`config.mk`:
```
export PLATFORM = sky130hd
export DESIGN_NAME = clk_div_cfg_ctrl
export DESIGN_NICKNAME = d
export VERILOG_FILES = /design/src/rtl/clk_div_cfg_ctrl.sv
export SDC_FILE = /design/constraint.sdc
export NUM_CORES = 1
export LEC_CHECK = 0
export CAP_MARGIN = 25
export CORE_ASPECT_RATIO = 0.5
export CORE_UTILIZATION = 30
export CTS_CLUSTER_SIZE = 16
export DETAILED_ROUTE_END_ITERATION = 7
export PLACE_DENSITY = 0.54
export SYNTH_ARGS = -nofsm -noshare
export SYNTH_HDL_FRONTEND = slang
export SYNTH_SLANG_ARGS = --single-unit
```
`constraint.sdc`:
```
create_clock -name clk_i -period 5.15 [get_ports clk_i]
set_clock_uncertainty 0.05 [all_clocks]
set_input_delay 0.515 -clock clk_i [delete_from_list [all_inputs] [get_ports clk_i]]
set_output_delay 0.515 -clock clk_i [all_outputs]
set_load 0.01 [all_outputs]
```
`src/rtl/clk_div_cfg_ctrl.sv`:
```
// clk_div_cfg_ctrl: initiator side of the integer clock divider config handshake (div/clk_init/valid/ready/done).
// Optional feature macro: CLK_DIV_CFG_SKIP_SAME_EN (skip the handshake when a request repeats the current settings).
module clk_div_cfg_ctrl #(
    parameter int DIV_VALUE_WIDTH = 32,
    parameter int TIMEOUT_CYCLES  = 4096
) (
    input  logic                       clk_i,
    input  logic                       rst_i,
    input  logic [DIV_VALUE_WIDTH-1:0] cfg_div_i,
    input  logic                       cfg_init_i,
    input  logic                       cfg_valid_i,
    output logic                       cfg_ready_o,
    output logic                       busy_o,
    output logic                       done_o,
    output logic                       err_timeout_o,
    input  logic                       err_clr_i,
    output logic [DIV_VALUE_WIDTH-1:0] div_o,
    output logic                       clk_init_o,
    output logic                       div_valid_o,
    input  logic                       div_ready_i,
    input  logic                       div_done_i
);
    localparam int CNT_W = $clog2(TIMEOUT_CYCLES);
    localparam logic [CNT_W-1:0] CNT_LAST = CNT_W'(TIMEOUT_CYCLES - 1);

    typedef enum logic [1:0] {
        ST_IDLE = 2'd0,
        ST_REQ  = 2'd1,
        ST_WAIT = 2'd2,
        ST_DONE = 2'd3
    } state_t;

    state_t                     state_r;
    logic [DIV_VALUE_WIDTH-1:0] div_r;
    logic                       clk_init_r;
    logic                       done_r;
    logic                       err_r;
    logic [CNT_W-1:0]           cnt_r;
    logic                       same_cfg_s;

`ifdef CLK_DIV_CFG_SKIP_SAME_EN
    assign same_cfg_s = (cfg_div_i == div_r) && (cfg_init_i == clk_init_r);
`else
    assign same_cfg_s = 1'b0;
`endif

    // Request FSM; the first WAIT cycle (cnt_r == 0) ignores a stale done level from the divider.
    always_ff @(posedge clk_i or posedge rst_i) begin
        if (rst_i) begin
            state_r    <= ST_IDLE;
            div_r      <= {DIV_VALUE_WIDTH{1'b0}};
            clk_init_r <= 1'b0;
            done_r     <= 1'b0;
            err_r      <= 1'b0;
            cnt_r      <= {CNT_W{1'b0}};
        end else begin
            done_r <= 1'b0;
            if (err_clr_i) begin
                err_r <= 1'b0;
            end
            case (state_r)
                ST_IDLE: begin
                    if (cfg_valid_i) begin
                        div_r      <= cfg_div_i;
                        clk_init_r <= cfg_init_i;
                        if (same_cfg_s) begin
                            state_r <= ST_DONE;
                            done_r  <= 1'b1;
                        end else begin
                            state_r <= ST_REQ;
                        end
                    end
                end
                ST_REQ: begin
                    if (div_ready_i) begin
                        // A zero divide value bypasses the divider, which then never raises done.
                        if (div_r == {DIV_VALUE_WIDTH{1'b0}}) begin
                            state_r <= ST_DONE;
                            done_r  <= 1'b1;
                        end else begin
                            state_r <= ST_WAIT;
                            cnt_r   <= {CNT_W{1'b0}};
                        end
                    end
                end
                ST_WAIT: begin
                    if ((cnt_r != {CNT_W{1'b0}}) && div_done_i) begin
                        state_r <= ST_DONE;
                        done_r  <= 1'b1;
                    end else if (cnt_r == CNT_LAST) begin
                        state_r <= ST_IDLE;
                        err_r   <= 1'b1;
                    end else begin
                        cnt_r <= cnt_r + CNT_W'(1);
                    end
                end
                ST_DONE: begin
                    state_r <= ST_IDLE;
                end
                default: begin
                    state_r <= ST_IDLE;
                end
            endcase
        end
    end

    assign cfg_ready_o   = (state_r == ST_IDLE);
    assign busy_o        = (state_r != ST_IDLE);
    assign div_valid_o   = (state_r == ST_REQ);
    assign done_o        = done_r;
    assign err_timeout_o = err_r;
    assign div_o         = div_r;
    assign clk_init_o    = clk_init_r;

endmodule

```
==> results of run 1 <==
[metal layers]
| layer | global-route usage (%) | wire (um) |
|---|---|---|
| met1 | 17.8 | 2450 |
| met2 | 24.0 | 2660 |
| met3 | 4.87 | 325 |
| met4 | 5.21 | 27 |
| met5 | 0 | 0 |
[placed cells by master (no fill, tap or decap), drive strengths merged, types with 3 or more instances in the layout]
| cell | synthesis | routed |
|---|---|---|
| inv | 10 | 10 |
| nor2 | 9 | 9 |
| mux2 | 33 | 33 |
| o211ai | 3 | 3 |
| dfrtp | 49 | 49 |
| clkbuf | 0 | 6 |
| nor4 | 7 | 7 |
| ha | 5 | 5 |
| nand4 | 5 | 5 |
| a32o | 7 | 7 |
| nand3 | 13 | 13 |
| nand2b | 3 | 3 |
| o21ai | 4 | 4 |
| clkdlybuf4s50 | 0 | 76 |
| nor3 | 5 | 5 |
| nand2 | 12 | 12 |
[kinds of logic (layout without fill, tap and decap cells)]
logic type	after synthesis	after routing	synth area share [%]
compound gates	25	25	9.18
fa+ha+maj	5	5	2.65
buf+inv	18	96	3.77
flops	49	49	52.0
mux	35	35	16.6
simple gates	64	64	15.8
[cell type report]
type                    count  area (um^2)  share of cell area, %
multi-input cells         129         1040                   30.9
flip-flops and latches     49         1230                   36.4
repair buffers             78          788                   23.4
clock buffers               6          129                   3.83
clock inverters             2         10.0                  0.297
inverters                  10         37.5                   1.11
well taps                 108          135                   4.01
[sequential cells by signal (all words and copies together), names as in the netlist]
register	count
err_timeout_o	1
state_r	2
cnt_r	12
div_o	32
clk_init_o	1
done_o	1
[path summary, 6_finish.rpt]
check                              to  cells after the start        from  slack (ns)
max reg2reg                  cnt_r[5]                      7  state_r[0]        2.61
max in group asynchronous    cnt_r[5]                      3       rst_i        4.02
max                          cnt_r[5]                      7  state_r[0]        2.61
min in group asynchronous   div_o[26]                      2       rst_i        0.52
min reg2reg                clk_init_o                      1  clk_init_o        0.47
min                        clk_init_o                      1  clk_init_o        0.47
[worst register-to-register path: cells and delay by family, from the launching register on]
family                     cells  cell delay [ns]
AOI/OAI and AO/OA              3             0.88
adders and majority gates      1             0.60
buffers and inverters          2             0.27
DFF                            1             0.38
and+or+nand+nor                1             0.25
[stage by stage]
step | cells | hold WS, ns | area, um^2 | util (%) | worst slack, ns
finish | 382 | 0.469 | 3370 | 45.2 | 2.61
global route | 382 | 0.494 | 3370 | 45.2 | 2.38
CTS | 382 | 0.474 | 3370 | 45.2 | 2.61
detailed placement | 374 | 0.455 | 3230 | 43.3 | 2.63
global placement | 373 | 0.438 | 3210 | 43.0 | 2.73
floorplan | 196 | 0.475 | 2360 | - | 3.09
[power by group]
| part | internal [mW] | switching, mW |
|---|---|---|
| clock network | 0.179 | 0.138 |
| registers | 0.535 | 0.111 |
| logic | 0.511 | 0.393 |
| total | 1.22 | 0.642 |
==> results by stage, run 1 <==
Setup path:
- The critical path goes through inv_1 -> ha_1 -> inv_2 -> a311oi_2 -> a211oi_4 -> and2_4 -> a32o_1.
- For this run, the slowest stage of the critical path takes 0.60 ns.
- The slowest stage of the critical path belongs to the cell sky130_fd_sc_hd__ha_1.
- The category of the most critical setup path is flip-flop to flip-flop.
- The worst setup path is launched from a flip-flop.
- The largest fanout on the critical path is 19.
- The kind of capture point of the worst setup path is a flip-flop.
- The required time reported for the critical path endpoint is 5.27 ns.
- The gate family responsible for the most delay along the worst path is compound AO/OA/AOI/OAI gates.
- Together, buffers and inverters on the worst path number 2.
- For the worst setup path, the data arrival time is 2.67 ns.

Clock network:
- The number of post-CTS setup repair buffers is 0.
- TritonCTS built the clock tree.
- The count of clock tree sinks is 49.
- The clock transition at the registers of the reported paths is 0.06 ns.
- CTS built an H-tree with a depth of 2.
- The post-cts gate resize count is 0.
- The clock latency at the later pin of the worst-skew pair is 0.29 ns.
- TritonCTS created 5 clock buffers.
- The clock tree root buffer cell is sky130_fd_sc_hd__clkbuf_16.
- In this run, post-CTS hold repair placed 0 buffers.
- The clock tree buffer depth is 2.

GRT:
- Entering global routing, the biggest net connects 34 pins.
- The number of antenna violations at the first check in global routing is 0.
- The via count of the first global-routing pass is 1898.
- Global routing finished with a remaining overflow of 0.
- The first global-routing pass estimated 9200 um of wire.
- For this run, the total global-route usage over all layers was measured as 14.5%.

STA:
- The worst path in the final design needs a cycle of 2.54 ns, including I/O delays and setup.
- The maximum clock frequency is 394 MHz.
- The worst-margin pin slew is 0.659 ns.
- Setup repair after global routing left no endpoint under its margin.
- The number of max-slew violations in the final report is 0.
- In the final timing run, aggregate negative setup slack is 0 ns.
- The headroom to the max-slew limit is 56.1%.
- The worst path uses 49.3% of the clock period.
- The setup violation total in the final timing report is 0.
- The number of failing hold endpoints at the final stage is 0.

Drt:
- Before antenna repair, the detailed router went through 4 iterations.
- In this run the remaining antenna-violating nets after routing total 0.
- The final route contains 1804 vias.
- After detailed routing, the average wire length per cell comes to 14.3 um.
- In the routed layout, each cell is associated on average with a via count of 4.72.
- The remaining design rule violation count is 0.
- The final layout contains routed wiring with a total length of 5460 um.
- The first routing iteration left 103 violations.

Yosys:
- The cell taking the most area after synthesis is sky130_fd_sc_hd__dfrtp_1.
- The count of different cell masters after synthesis is 43.
- The post-synth net total is 240.
- The synthesized netlist occupies a cell area of 2360 um^2.
- The number of enable flip-flop cells after synthesis is 0.
- Synthesis produced a netlist whose cell count is 196.
- Each instance of the synthesized netlist takes up on average 12.0 um^2.
- The library cell with the highest instance count after synthesis is sky130_fd_sc_hd__dfrtp_1.
- The number of flip-flops and latches in the synthesized netlist is 49.
- Sequential cells were found to cover 52.0% of the synthesized design area.
- The async set-or-reset flop fraction in the synthesized netlist is 100%.
- By area the synthesized netlist is led by sky130_fd_sc_hd__dfrtp_1 52%, sky130_fd_sc_hd__mux2_2 14%, sky130_fd_sc_hd__a32o_1 3.0%.
- The number of warning messages in the yosys log is 0.
- The synthesized design devotes to its leading area cell type 52.0% of total area.
- For this run, the leading register cell type out of synthesis is sky130_fd_sc_hd__dfrtp_1.
- After synthesis, the most frequently instantiated cells are 49 x sky130_fd_sc_hd__dfrtp_1, 30 x sky130_fd_sc_hd__mux2_2, 12 x sky130_fd_sc_hd__nand2_1, 12 x sky130_fd_sc_hd__nand3_1.

Power and ir drop:
- Power spread over the standard cell area amounts to 554 nW/um^2.
- The leakage power is 1.38 nW.
- The largest vdd supply drop is 0.000247 V.
- The design draws 1.87 mW.

Floorplan:
- 77 I/O pins were placed.
- The initial standard-cell utilization of the core is 31.6%.
- After floorplanning, the core was sized to cover 7460 um^2.
- From bottom edge to top edge, the die measures 64.7 um.
- Measured along the x axis, the die boundary spans 127 um.
- The number of rows created at floorplan is 22.
- The die covers 8240 um^2.

Placed design:
- The number of buffers added on ports is 76.
- The detailed placer's ending HPWL is 3920 um.
- The global placement routability congestion is 0.773.

Flow run:
- The number of violations of the max-capacitance limit is 0.

Final layout:
- The layout cell share with drive strength beyond 1 is 18.6%.
- The area added between synthesis and finish is 42.9%.
- The number of antenna diodes in the final layout is 0.
- The post-layout net count is 317.
- Counting the fill cells in the layout gives 705.

Min path:
- The kind of path behind the tightest hold check is flip-flop to flip-flop.

Run status:
- The flow ran to the end, and the final reports show no timing, DRC or antenna violations.
Note: power is estimated with default switching activity, not from simulation.
==> inputs of run 2 (changes only) <==
clock period = 2.6 ns   (was 5.15 ns; I/O delays follow)
==> results by stage, run 2 (synthesis results as in run 1) <==
Clock network:
- The number of clock buffers inserted by TritonCTS is 5.
- Buffers inserted to repair hold after CTS numbered 0.
- The TritonCTS clock tree is done.
- The clock transition at the registers of the reported paths is 0.07 ns.
- The number of H-tree branching levels is 2.
- The post-cts gate resize count is 0.
- Post-CTS timing repair inserted 0 buffers for setup.
- CTS saw 49 sinks.
- The clock latency at the later pin of the worst-skew pair is 0.29 ns.
- The clock tree buffer depth is 2.
- In this run the clock root is driven by a sky130_fd_sc_hd__clkbuf_16.

Drt:
- In this run, the number of DRC markers left after iteration 0 of detailed routing was 68.
- Dividing the detail-routed via count by the number of cells gives 4.73.
- For this block, the via count after detailed routing is 1821.
- The remaining design rule violation count is 0.
- The total wirelength of the detailed-routed design is 5610 um.
- In the final routed layout, each cell accounts on average for 14.6 um.
- For this run, the detailed router's first-pass iteration total came to 4.
- The number of nets still failing antenna checks after routing is 0.

Setup path:
- The number of cell instances on the worst register-to-register path is 7.
- The kind of capture point of the worst setup path is a flip-flop.
- The worst-case register-to-register setup slack is 0.27 ns.
- The required time reported for the critical path endpoint is 2.72 ns.
- The reg-to-reg startpoint is state_r[1].
- In this run the worst path has a maximum fanout of 13.
- Grouping stages by cell kind, the critical path spends the most delay in simple AND/OR/NAND/NOR gates.
- For this design, the slowest cell found on the critical path is sky130_fd_sc_hd__or3_4.
- Together, buffers and inverters on the worst path number 1.
- Traced cell by cell, the critical path runs through inv_1 -> ha_1 -> nor4b_1 -> nand4_1 -> or3_4 -> and2_4 -> a32o_1.
- For this run, the slowest stage of the critical path takes 0.48 ns.
- Counting buffers and inverters, the worst setup path is 7 cells deep.
- STA classifies the critical path startpoint as a flip-flop.
- In this run the critical register-to-register path is captured at cnt_r[6].
- For the worst setup path, the data arrival time is 2.46 ns.
- By startpoint and endpoint, the worst setup path is classified as flip-flop to flip-flop.

Floorplan:
- The initial standard-cell utilization of the core is 31.6%.
- From bottom edge to top edge, the die measures 64.7 um.
- The die covers 8240 um^2.
- The number of rows created at floorplan is 22.
- The area inside the core boundary is 7460 um^2.
- For this design the top-level I/O count stands at 77.
- In this run the horizontal extent of the chip is 127 um.

GRT:
- The first global-routing pass estimated 9250 um of wire.
- The via count of the first global-routing pass is 1848.
- The number of antenna violations at the first check in global routing is 0.
- The global routing usage summed across all routing layers is 14.8%.
- The residual overflow from global routing is 0.
- Entering global routing, the biggest net connects 34 pins.

Final layout:
- The layout cell share with drive strength beyond 1 is 19.9%.
- The fill cell total of the finished layout is 717.
- The area occupied by multi-input gates is 1040 um^2.
- The number of flip-flops in the largest register is 32.
- From synthesis to final layout, the design area changed by 43.9%.
- The area taken by flip-flops and latches is 1230 um^2.
- The number of antenna cells inserted is 0.
- The post-layout net count is 320.
- Leaving out fill and tap cells, the most frequent cells in the layout are 76 x sky130_fd_sc_hd__clkdlybuf4s50_1, 49 x sky130_fd_sc_hd__dfrtp_1, 30 x sky130_fd_sc_hd__mux2_2.
- The most frequent standard cell in the layout excluding fill and tap cells is sky130_fd_sc_hd__clkdlybuf4s50_1.

Flow run:
- Max-cap violations in this run came to 0.

Placed design:
- At the end of routability-driven placement, the weighted congestion stood at 0.791.
- Detailed placement ended at an HPWL of 4220 um.
- The worst slack after detailed placement is 0.220 ns.
- The number of buffers added on ports is 76.

STA:
- The headroom to the max-slew limit is 70.1%.
- At the pin with the least slew margin, the transition time is 0.449 ns.
- The setup violation total in the final timing report is 0.
- Subtracting the final worst setup slack from the clock period gives 2.33 ns.
- The number of max-slew violations in the final report is 0.
- Setup repair after global routing left no endpoint under its margin.
- Hold is met by 0.236 ns.
- In the post-route analysis, the smallest setup slack over all paths is 0.266 ns.
- The final sum of negative setup slack is 0 ns.
- The final critical path takes up 89.8% of the cycle.
- The number of failing hold endpoints at the final stage is 0.
- Static timing analysis puts the maximum clock frequency at 428 MHz.

Power and ir drop:
- The worst-case IR drop observed on VDD is 0.000504 V.
- In this run the static leakage power is 1.39 nW.
- In this run the power density over the cells is 1110 nW/um^2.

Run status:
- The flow ran to the end, and the final reports show no timing, DRC or antenna violations.

Min path:
- The tightest min-delay check is of the input pin to async pin type.
-- run 2: changes by cell type in the layout (fill, tap and decap cells not counted) --
cell / previous run / this run
sky130_fd_sc_hd__buf_4: 1 / 5
sky130_fd_sc_hd__buf_12: 1 / 0
sky130_fd_sc_hd__clkbuf_1: 1 / 0
sky130_fd_sc_hd__clkbuf_8: 0 / 1
sky130_fd_sc_hd__clkinv_2: 2 / 1
sky130_fd_sc_hd__clkinv_4: 0 / 1
-- run 2: cell type report --
cell class	count	share of cell area, %
flip-flops and latches	49	36.1
clock inverters	2	0.406
clock buffers	6	4.09
well taps	108	3.98
repair buffers	81	23.5
multi-input cells	129	30.7
inverters	10	1.11
-- run 2: layer usage --
metal  global-route usage, %  share of wire, %  vias to the layer above
li1                        -                 -                      882
met1                    18.0                45                      899
met2                    24.1                49                       36
met3                    5.45               5.2                        4
met4                    5.51              0.91                        0
met5                       0                 0                        -
-- run 2: worst max path at each step --
stage,startpoint,endpoint,slack (ns)
after detailed placement,state_r[1],cnt_r[8],0.22
after CTS,state_r[1],cnt_r[6],0.21
final,state_r[1],cnt_r[6],0.27
after global routing,state_r[1],cnt_r[6],0.12
after global placement,state_r[1],cnt_r[8],0.27
after floorplan,state_r[1],cnt_r[4],0.54
-- run 2: where the power goes --
group / internal [mW] / switching [mW]
logic: 1.04 / 0.794
registers: 1.06 / 0.221
clock network: 0.383 / 0.279
total: 2.48 / 1.29
-- run 2: through the flow --
stage / utilization [%] / std cells / total power, mW / cell area [um^2]
3_5_place_dp: 43.4 / 377 / 3.14 / 3240
5_1_grt: 45.5 / 385 / 4.04 / 3390
4_1_cts: 45.5 / 385 / 3.83 / 3390
2_1_floorplan: - / 196 / 2.31 / 2360
3_3_place_gp: 43.4 / 377 / 3.12 / 3240
6_report: 45.5 / 385 / 3.78 / 3390
